### src/rtl/lcd_pkg.sv
// Shared HD44780 definitions: command bytes and the bus sequencer state encoding.
// Also consumed by the upstream character-formatting LCD driver.
package lcd_pkg;

  localparam logic [7:0] LCD_FUNC_SET_8B2L = 8'h38;
  localparam logic [7:0] LCD_DISP_ON       = 8'h0C;
  localparam logic [7:0] LCD_ENTRY_INC     = 8'h06;
  localparam logic [7:0] LCD_CLEAR         = 8'h01;
  localparam logic [7:0] LCD_HOME          = 8'h02;
  localparam logic [7:0] LCD_LINE0         = 8'h80;
  localparam logic [7:0] LCD_LINE1         = 8'hC0;

  localparam logic [2:0] INIT_LAST = 3'd5;

  typedef enum logic [2:0] {
    PWRUP,
    IDLE,
    SETUP,
    PULSE,
    HOLD,
    WAIT
  } state_t;

endpackage

### src/rtl/lcd_delay_counter.sv
// Loadable down-counter that paces every bus phase; it parks at zero until reloaded.
module lcd_delay_counter #(
  parameter int             CW        = 20,
  parameter logic [CW-1:0]  RST_VALUE = '0
) (
  input  logic          clk,
  input  logic          rst,
  input  logic          load,
  input  logic [CW-1:0] value,
  output logic          zero
);

  logic [CW-1:0] count_q;

  always_ff @(posedge clk) begin
    if (rst) begin
      count_q <= RST_VALUE;
    end else if (load) begin
      count_q <= value;
    end else if (count_q != '0) begin
      count_q <= count_q - CW'(1);
    end
  end

  assign zero = (count_q == '0);

endmodule

### src/rtl/lcd_bus_sequencer.sv
// HD44780 byte engine: runs the controller init on its own, then writes one handshaked
// byte at a time with counter-timed setup, E pulse, hold and execution wait.
module lcd_bus_sequencer
  import lcd_pkg::*;
#(
  parameter int T_SETUP = 3,
  parameter int T_PULSE = 12,
  parameter int T_HOLD  = 2,
  parameter int T_EXEC  = 2000,
  parameter int T_LONG  = 82000,
  parameter int T_PWRUP = 800000,
  parameter int CW      = 20
) (
  input  logic       clk,
  input  logic       rst,
  input  logic       in_valid,
  output logic       in_ready,
  input  logic       in_rs,
  input  logic [7:0] in_data,
  output logic       init_done,
  output logic [7:0] lcd_data,
  output logic       lcd_rs,
  output logic       lcd_rw,
  output logic       lcd_en
);

  // Counters load N-1 on state entry so each phase lasts exactly N cycles.
  localparam logic [CW-1:0] SETUP_LD = CW'(T_SETUP - 1);
  localparam logic [CW-1:0] PULSE_LD = CW'(T_PULSE - 1);
  localparam logic [CW-1:0] HOLD_LD  = CW'(T_HOLD - 1);
  localparam logic [CW-1:0] EXEC_LD  = CW'(T_EXEC - 1);
  localparam logic [CW-1:0] LONG_LD  = CW'(T_LONG - 1);
  localparam logic [CW-1:0] PWRUP_LD = CW'(T_PWRUP - 1);

  state_t      state_q, state_d;
  logic [2:0]  initIdx_q, initIdx_d;
  logic        initDone_q, initDone_d;
  logic [7:0]  data_q, data_d;
  logic        rs_q, rs_d;
  logic [7:0]  romByte;
  logic        longCmd;
  logic        cntLoad, cntZero;
  logic [CW-1:0] cntValue;

  lcd_delay_counter #(
    .CW       (CW),
    .RST_VALUE(PWRUP_LD)
  ) u_delay (
    .clk  (clk),
    .rst  (rst),
    .load (cntLoad),
    .value(cntValue),
    .zero (cntZero)
  );

  always_comb begin
    case (initIdx_q)
      3'd0, 3'd1, 3'd2: romByte = LCD_FUNC_SET_8B2L;
      3'd3:             romByte = LCD_DISP_ON;
      3'd4:             romByte = LCD_ENTRY_INC;
      default:          romByte = LCD_CLEAR;
    endcase
  end

  // Clear (0x01), home (0x02) and its don't-care alias 0x03 need the long execution time.
  assign longCmd = !rs_q && (data_q[7:2] == 6'd0) && (data_q[1:0] != 2'd0);

  always_comb begin
    state_d    = state_q;
    initIdx_d  = initIdx_q;
    initDone_d = initDone_q;
    data_d     = data_q;
    rs_d       = rs_q;
    cntLoad    = 1'b0;
    cntValue   = SETUP_LD;
    case (state_q)
      PWRUP: begin
        if (cntZero) begin
          data_d  = romByte;
          rs_d    = 1'b0;
          cntLoad = 1'b1;
          state_d = SETUP;
        end
      end
      IDLE: begin
        if (!initDone_q) begin
          data_d  = romByte;
          rs_d    = 1'b0;
          cntLoad = 1'b1;
          state_d = SETUP;
        end else if (in_valid && in_ready) begin
          data_d  = in_data;
          rs_d    = in_rs;
          cntLoad = 1'b1;
          state_d = SETUP;
        end
      end
      SETUP: begin
        if (cntZero) begin
          cntLoad  = 1'b1;
          cntValue = PULSE_LD;
          state_d  = PULSE;
        end
      end
      PULSE: begin
        if (cntZero) begin
          cntLoad  = 1'b1;
          cntValue = HOLD_LD;
          state_d  = HOLD;
        end
      end
      HOLD: begin
        if (cntZero) begin
          cntLoad  = 1'b1;
          cntValue = longCmd ? LONG_LD : EXEC_LD;
          state_d  = WAIT;
        end
      end
      WAIT: begin
        if (cntZero) begin
          if (!initDone_q) begin
            if (initIdx_q == INIT_LAST) begin
              initDone_d = 1'b1;
            end else begin
              initIdx_d = initIdx_q + 3'd1;
            end
          end
          state_d = IDLE;
        end
      end
      default: state_d = PWRUP;
    endcase
  end

  always_ff @(posedge clk) begin
    if (rst) begin
      state_q    <= PWRUP;
      initIdx_q  <= '0;
      initDone_q <= 1'b0;
      data_q     <= '0;
      rs_q       <= 1'b0;
    end else begin
      state_q    <= state_d;
      initIdx_q  <= initIdx_d;
      initDone_q <= initDone_d;
      data_q     <= data_d;
      rs_q       <= rs_d;
    end
  end

  assign lcd_en    = (state_q == PULSE);
  assign in_ready  = (state_q == IDLE) && initDone_q;
  assign init_done = initDone_q;
  assign lcd_data  = data_q;
  assign lcd_rs    = rs_q;
  assign lcd_rw    = 1'b0;

endmodule
### config.mk
export PLATFORM = sky130hd
export DESIGN_NAME = lcd_bus_sequencer
export DESIGN_NICKNAME = d
export VERILOG_FILES = /design/src/rtl/lcd_pkg.sv /design/src/rtl/lcd_delay_counter.sv /design/src/rtl/lcd_bus_sequencer.sv
export SDC_FILE = /design/constraint.sdc
export NUM_CORES = 1
export LEC_CHECK = 0
export CAP_MARGIN = 20
export CORE_ASPECT_RATIO = 0.5
export CORE_MARGIN = 5
export CORE_UTILIZATION = 40
export DETAILED_ROUTE_END_ITERATION = 16
export PLACE_DENSITY = 0.6
export SYNTH_ARGS = -nofsm -noshare
export SYNTH_HDL_FRONTEND = slang
export SYNTH_SLANG_ARGS = --single-unit
### constraint.sdc
create_clock -name clk -period 2.85 [get_ports clk]
set_clock_uncertainty 0.2 [all_clocks]
set_input_delay 0.57 -clock clk [delete_from_list [all_inputs] [get_ports clk]]
set_output_delay 0.57 -clock clk [all_outputs]
set_load 0.1 [all_outputs]
# Yosys cells after proc, flatten, opt, wreduce, memory -nomap -nowiden
# Cells that the tools add are included.
[totals] inputBits=12 register_bits=36 elab_cells=75
[op_classes] n_bitwise=2 n_addsub=2 n_eq_ne=16 mux=30 n_reduce_logical=19
[ops] cell="$pmux 17 s3" n=1
[ops] cell="$mux 20" n=2
[ops] cell="$mux 17" n=2
[ops] cell="$mux 8" n=3
[ops] cell="$mux 3" n=7
[ops] cell="$logic_not 20->1" n=1
[ops] cell="$reduce_bool 20->1" n=1
[ops] cell="$sub 20x1->20 const B" n=1
[ops] cell="$pmux 3 s6" n=1
[ops] cell="$pmux 6 s3" n=1
[ops] cell="$pmux 8 s2" n=1
[ops] cell="$eq 3x2->1 const B" n=4
[ops] cell="$eq 3x3->1 const B" n=4
[ops] cell="$mux 1" n=8
[ops] cell="$ne 2x2->1 const B" n=4
[ops] cell="$eq 3x1->1 const B" n=2
[ops] cell="$logic_not 3->1" n=2
[ops] cell="$logic_not 6->1" n=1
[ops] cell="$reduce_and 6->1" n=1
[ops] cell="$reduce_bool 2->1" n=3
[ops] cell="$logic_and 1x1->1" n=4
[ops] cell="$mux 4" n=1
[ops] cell="$pmux 1 s2" n=2
[ops] cell="$reduce_and 4->1" n=1
[ops] cell="10 further kinds" n=11

# Depth between registers and ports, before layout
# Gate-level depths: netlist of run 1.
[depth] ltp_word=7 ltp_mapped=7

# Modules after synthesis
# A second synthesis of run 1 with hierarchy kept.
[unflattened] cells_unflattened=251 hier_area_um2=2107.0
[modules_own_cells] module="lcd_delay_counter" instances=1 area_per_inst_um2=1141.1 seq_area_each_um2=400.4 cells_per_inst=133
[modules_own_cells] module="lcd_bus_sequencer" instances=1 area_per_inst_um2=965.9 seq_area_each_um2=320.3 cells_per_inst=118

# Worst setup path before layout of run 1
# No wires, ideal clock.
[synth_path] path_kind="reg2out" start="register initDone_q (netlist: init_done)" end="output in_ready" stages_incl_launch_ff=3 path_slack_ps=-175 arrival_time_ps=2255 path_cell_list="dfxtp_1 nor4bb_1 buf_2"
[synth_between] elab_chain_cells=1
[synth_lines] element="start: declaration" line="lcd_bus_sequencer.sv:37" rtl="logic initDone_q, initDone_d;"
[synth_lines] element="start signal: assignment" line="lcd_bus_sequencer.sv:145" rtl="initDone_q <= initDone_d;"
[synth_lines] element="$logic_and 1x1->1" line="lcd_bus_sequencer.sv:152" rtl="assign in_ready = (state_q == IDLE) && initDone_q;"
[synth_lines] element="end: declaration" line="lcd_bus_sequencer.sv:17" rtl="output logic in_ready,"
# No other way between the ends.

# Worst setup path in the final report of run 1
[layout_path] start="register u_delay.count_q[11]" end="register data_q[1] (netlist: lcd_data[1])"
[layout_between] elab_chain_cells=3
[layout_lines] element="start: declaration" line="lcd_delay_counter.sv:13" rtl="logic [CW-1:0] count_q;"
[layout_lines] element="start signal: assignment" line="lcd_delay_counter.sv:19" rtl="count_q <= value;"
[layout_lines] element="start signal: assignment" line="lcd_delay_counter.sv:21" rtl="count_q <= count_q - CW'(1);"
[layout_lines] element="$logic_not 20->1" line="lcd_delay_counter.sv:25" rtl="assign zero = (count_q == '0);"
[layout_lines] element="$ne 2x2->1 (no source line)"
[layout_lines] element="$reduce_and 3->1 (no source line)"
[layout_lines] element="end signal: assignment" line="lcd_bus_sequencer.sv:146" rtl="data_q <= data_d;"
[layout_lines] element="end: declaration" line="lcd_bus_sequencer.sv:38" rtl="logic [7:0] data_q, data_d;"
# No other way between the ends.
# A chain may end at the register's enable or synchronous reset.

==> reports/qor.yml, run 1 <==
fmax_mhz: 367.9
start_kind: "register"
num_io_pins: 25
fin_hold_ws_ns: 0.2960
synth.distinct_cells: 46
setup_viol: 0
ys_seq_elements: 36
maxCapViolCount: 0
yosysTopAreaCell: "dfxtp_1"
min_from: "lcd_data[6]$_SDFFE_PP0P_"
fin_nets: 298
grt_overflow: 0
max_stage_delay_ns: 0.59
min_to: "lcd_data[6]$_SDFFE_PP0P_"
r2r-end: "lcd_data[1]$_SDFFE_PP0P_"
clkTransAtPathRegs_ns: 0.08
die_area_sq_mm: 0.006717
drc: 0
worstMarginPinSlew_ns: 0.5942
ant_nets: 0
cts_buffers: 5
holdBufCountCts: 0
portBuffers: 23
antennaDiodeCount: 0
cts_num_sinks: 36
peakVddDrop_mv: 0.2632
firstDrtPassIters: 4
period_share_pct: 95.38
grt_pass1_wl_microns: 8811
yosys-top-cells-area: "dfxtp_1 35%, ha_1 4.3%, nor3_1 4.2%, a21oi_1 3.9%, xnor2_1 3.9%"
post-dp-hpwl_microns: 3871
grt_pass1_vias: 1827
worst_r2r_startpoint: "u_delay.count_q[11]$_SDFFE_PP0P_"
synth_nets: 263
end_kind: "register"
cp.required_ns: 2.85
row_count: 18
dp.cells: 340
hold_path_class: "register to register"
cts_max_path_buffers: 2
synth_flop_cell: "dfxtp_1"
start_util_pct: 41.37
ys.warnings.count: 0
crit_buf_inv: 1
drive_gt1_share_pct: 17.14
core_sq_mm: 0.004932
outcome: "finished clean"
crit_type: "register to register"
critical-path-top-delay-family: "simple AND/OR/NAND/NOR gates"
syn_area_sq_mm: 0.002041
htreeDepth: 2
gp_congestion: 0.8069
first_iter_violations: 137
timing.final.hold_violations: 0
rrSetupSlack_ns: 0.13
cts_root_buf: "clkbuf_8"
worstPathMaxFanout: 7
synthArstFlopShare_pct: 0
post_drt_wl_per_cell_microns: 15.15
crit_chain: "or4_4 > or4_1 > o41ai_4 > buf_4 > nor2_1 > a211oi_1"
powerDensity_mw_per_mm2: 413.2
area_delta_synth_final_pct: 25.57
synth_edf_count: 0
final_max_slew_viol_count: 0
slowest_stage: "or4_1"
via_count: 1950
grt_max_degree: 20
viasPerCell: 5.571
fp.dieW_microns: 111.0
p_leak_nw: 0.9139
final_cell_count_no_fill: 350
crit_arrival_ns: 2.72
yosysMostFrequentCell: "dfxtp_1"
r2r_cells: 6
track_usage_pct: 16.29
max_slew_margin_pct: 60.02
avgSynthCellArea_sq_um: 8.364
worst_slack_ns: 0.1317
yosys.area.top_type_share_pct: 35.32
holdPathStages: 2
fin_crit_ns: 2.718
fin_setup_tns_ns: 0
p_total_mw: 1.059
pre_cts_slack_ns: 0.1376
clkLatencyLatePin_ns: 0.29
antenna_found_initial: 0
syn_inst: 244
seq_area_frac_synth_pct: 35.32
cts_tree: "done"
drt_wl_total_microns: 5303
fp.dieH_microns: 60.51
synth_common_cells: "36 x dfxtp_1, 20 x nor2_1, 17 x nor3_1"
[kinds of logic (layout without fill, tap and decap cells)]
logic type               count (synthesis)  after routing  share of synthesized area (%)
AO/OA/AOI/OAI                           65             65                          21.89
XOR/XNOR                                13             13                          5.579
adder cells (fa/ha/maj)                  7              7                          4.292
buffers and inverters                   19             55                          4.353
flip-flops                              36             36                          35.32
multiplexers                             4              4                          1.962
other                                    1              1                         0.1838
AND/OR/NAND/NOR                         99             99                          26.43
[worst max path at each step]
| stage | from | to | cells after the start |
|---|---|---|---|
| 3_5_place_dp | u_delay.count_q[11]$_SDFFE_PP0P_ | lcd_data[5]$_SDFFE_PP0P_ | 6 |
| 4_1_cts | u_delay.count_q[11]$_SDFFE_PP0P_ | lcd_data[1]$_SDFFE_PP0P_ | 6 |
| 6_report | u_delay.count_q[11]$_SDFFE_PP0P_ | lcd_data[1]$_SDFFE_PP0P_ | 6 |
| 3_3_place_gp | u_delay.count_q[11]$_SDFFE_PP0P_ | lcd_data[5]$_SDFFE_PP0P_ | 6 |
| 5_1_grt | u_delay.count_q[11]$_SDFFE_PP0P_ | lcd_data[0]$_SDFFE_PP0P_ | 6 |
| 2_1_floorplan | init_done$_SDFFE_PP0P_ | in_ready | 2 |
[registers in the layout, indices dropped and copies added (netlist names)]
signal	count
init_done	1
state_q	3
initIdx_q	3
u_delay.count_q	20
lcd_rs	1
lcd_data	8
[metal layers]
layer	track usage (%)	vias to the layer above	routed length [microns]
li1	-	956	-
met3	3.486	10	329
met1	22.22	924	2627
met5	0	-	0
met4	4.333	0	57
met2	26.90	60	2287
[layout by cell type (no fill, tap or decap), types with 6 or more instances in the layout]
cell / count
nor3_1: 17
o21ai_0: 15
clkbuf_8: 7
inv_1: 6
a211oi_1: 7
o31ai_1: 6
dfxtp_1: 35
nand2_1: 8
buf_4: 28
ha_1: 7
a21oi_1: 16
xnor2_1: 9
clkdlybuf4s50_1: 11
nor2b_1: 6
or3_1: 6
a21o_1: 6
nand3_1: 12
nor2_1: 20
[cell type report]
class	instances	area (sq um)
Clock buffer	7	96.34
Clock inverter	1	30.03
Fill cell	483	2370
Inverter	6	22.52
Multi-Input combinational cell	189	1244
Sequential cell	36	721.9
Tap cell	70	87.58
Timing Repair Buffer	41	360.3
[worst register-to-register path, stage by stage (launching register included)]
cell and delay [ns]:
dfxtp_1 0.35, or4_4 0.57, or4_1 0.59, o41ai_4 0.47, buf_4 0.21, nor2_1 0.04, a211oi_1 0.21
[report_power, final]
part | internal [mW] | switching (mW) | total [mW]
clock network | 0.309 | 0.190 | 0.499
registers | 0.506 | 0.00495 | 0.511
logic | 0.0234 | 0.0258 | 0.0492
[per-stage QoR]
step / cell area, sq um / util (%)
after floorplan: 2042 / -
after global placement: 2415 / 48.96
after detailed placement: 2415 / 48.96
after CTS: 2541 / 51.52
after global routing: 2562 / 51.95
final: 2562 / 51.95
[timing repair]
| item | 4_1_cts | 5_1_grt |
|---|---|---|
| setup buffers | 0 | 2 |
| gates resized for setup | 0 | 1 |
| endpoints found under the setup margin | 0 | 17 |
No activity file was read; power rests on OpenSTA's default activity.
==> run 2, diff against run 1 <==
- CTS_CLUSTER_SIZE: not set -> 24
- RECOVER_POWER: not set -> 25
==> reports/qor.yml, run 2 (synthesized netlist as in run 1, its figures left out) <==
via_count: 1948  # -0.10%
cts_max_path_buffers: 2  # unchanged
crit_buf_inv: 1  # unchanged
start_util_pct: 41.37  # unchanged
max_stage_delay_ns: 0.59  # about the same
cp.required_ns: 2.85  # about the same
end_kind: "register"
grt_use_met3_pct: 3.486  # unchanged
fp.dieH_microns: 60.51  # unchanged
cts_tree: "done"
powerDensity_mw_per_mm2: 419.2  # +1.4%
worstPathMaxFanout: 7  # unchanged
peakVddDrop_mv: 0.2633  # about the same
slowest_stage: "or4_1"
post_drt_wl_per_cell_microns: 15.08  # -0.49%
final_max_slew_viol_count: 0  # unchanged
r2r_cells: 6  # unchanged
maxCapViolCount: 0  # unchanged
crit_chain: "or4_4 > or4_1 > o41ai_4 > buf_4 > nor2_1 > a211oi_1"
critical-path-top-delay-family: "simple AND/OR/NAND/NOR gates"
grt_pass1_vias: 1827  # unchanged
fmax_mhz: 367.7  # about the same
period_share_pct: 95.43  # about the same
worst_r2r_startpoint: "u_delay.count_q[11]$_SDFFE_PP0P_"
cts_root_buf: "clkbuf_8"
fillerInstances: 492  # +1.9%
min_from: "lcd_data[6]$_SDFFE_PP0P_"
setup_viol: 0  # unchanged
num_io_pins: 25  # unchanged
gp_congestion: 0.8069  # unchanged
fp.dieW_microns: 111.0  # unchanged
max_slew_margin_pct: 22.01  # -38 points
p_leak_nw: 0.8704  # -4.8%
fin_crit_ns: 2.720  # +0.001597 ns
outcome: "finished clean"
clkLatencyLatePin_ns: 0.29  # about the same
ant_nets: 0  # unchanged
fin_nets: 298  # unchanged
start_kind: "register"
final_design_area_no_fill_sq_mm: 0.002522  # -1.6%
firstDrtPassIters: 4  # unchanged
cts_num_sinks: 36  # unchanged
grt_util_met1_pct: 22.22  # unchanged
layout_commonest_cell: "dfxtp_1"
track_usage_pct: 16.29  # unchanged
regMostFlops: "u_delay.count_q"
grt_max_degree: 20  # unchanged
drive_gt1_share_pct: 13.57  # -3.6 points
core_sq_mm: 0.004932  # unchanged
holdPathStages: 2  # unchanged
largest_reg_flops: 20  # unchanged
busiest_layer: "met2"
post-dp-hpwl_microns: 3871  # unchanged
die_area_sq_mm: 0.006717  # unchanged
viasPerCell: 5.566  # -0.10%
timing.final.hold_violations: 0  # unchanged
portBuffers: 23  # unchanged
row_count: 18  # unchanged
met2_usage_pct: 26.90  # unchanged
htreeDepth: 2  # unchanged
grt_overflow: 0  # unchanged
clkTransAtPathRegs_ns: 0.08  # about the same
antennaDiodeCount: 0  # unchanged
r2r-end: "lcd_data[1]$_SDFFE_PP0P_"
worst_slack_ns: 0.1301  # -0.001597 ns
pre_cts_slack_ns: 0.1376  # unchanged
drt_wl_total_microns: 5277  # -0.49%
grt_pass1_wl_microns: 8811  # unchanged
layout_common_cells: "35 x dfxtp_1, 20 x nor2_1, 17 x nor3_1, 17 x buf_4, 16 x a21oi_1"
min_to: "lcd_data[6]$_SDFFE_PP0P_"
worstMarginPinSlew_ns: 1.175  # +0.5807 ns
first_iter_violations: 142  # +3.6%
crit_arrival_ns: 2.72  # about the same
crit_type: "register to register"
cts_buffers: 5  # unchanged
hold_path_class: "register to register"
dpl_cell_area_sq_mm: 0.002415  # unchanged
antenna_found_initial: 0  # unchanged
rrSetupSlack_ns: 0.13  # about the same
drc: 0  # unchanged
area_delta_synth_final_pct: 23.61
==> run 2: cell type report <==
| type | instances | area, sq um | area share, % |
|---|---|---|---|
| multi-input cells | 189 | 1244 | 49.31 |
| repair buffers | 41 | 320.3 | 12.70 |
| flip-flops and latches | 36 | 721.9 | 28.62 |
| inverters | 6 | 22.52 | 0.8929 |
| clock buffers | 7 | 96.34 | 3.819 |
| clock inverters | 1 | 30.03 | 1.190 |
| well taps | 70 | 87.58 | 3.472 |
==> run 2: through the flow <==
step	util [%]	hold WS [ns]	setup TNS, ns	power [mW]	instances
floorplan	-	0.2682	0	0.5484	244
global placement	48.96	0.2794	0	0.5704	340
detailed placement	48.96	0.2875	0	0.5711	340
CTS	51.52	0.3001	0	1.065	348
global route	51.14	0.3151	-0.04764	1.092	350
finish	51.14	0.2940	0	1.057	350
==> run 2: how the worst max path moves through the flow <==
stage	from	to	slack (ns)	cells after the start
after floorplan	init_done$_SDFFE_PP0P_	in_ready	0.16	2
after global placement	u_delay.count_q[11]$_SDFFE_PP0P_	lcd_data[5]$_SDFFE_PP0P_	0.19	6
after detailed placement	u_delay.count_q[11]$_SDFFE_PP0P_	lcd_data[5]$_SDFFE_PP0P_	0.14	6
after CTS	u_delay.count_q[11]$_SDFFE_PP0P_	lcd_data[1]$_SDFFE_PP0P_	0.12	6
after global routing	u_delay.count_q[11]$_SDFFE_PP0P_	lcd_data[0]$_SDFFE_PP0P_	-0.02	6
final	u_delay.count_q[11]$_SDFFE_PP0P_	lcd_data[1]$_SDFFE_PP0P_	0.13	6
==> run 2: what timing repair did <==
action	4_1_cts	5_1_grt
endpoints found under the setup margin	0	17
gates resized for setup	0	1
setup buffers	0	2
hold buffers	0	0
==> run 2: report_power, final <==
part	total [mW]	switching, mW	internal [mW]	leakage (nW)
combinational	0.0490	0.0256	0.0234	0.514
sequential	0.511	0.00513	0.506	0.292
clock	0.497	0.188	0.309	0.0645
total	1.06	0.219	0.838	0.870
==> run 2: worst reg2reg max path, stage by stage (launching register included) <==
cell and delay, ns:
dfxtp_1 0.35, or4_4 0.57, or4_1 0.59, o41ai_4 0.47
buf_4 0.21, nor2_1 0.04, a211oi_1 0.21
==> run 2: per-layer routing <==
layer	up-vias	wire length, microns
met5	-	0
met4	0	53
met3	10	331
met2	59	2282
met1	920	2610
li1	959	-
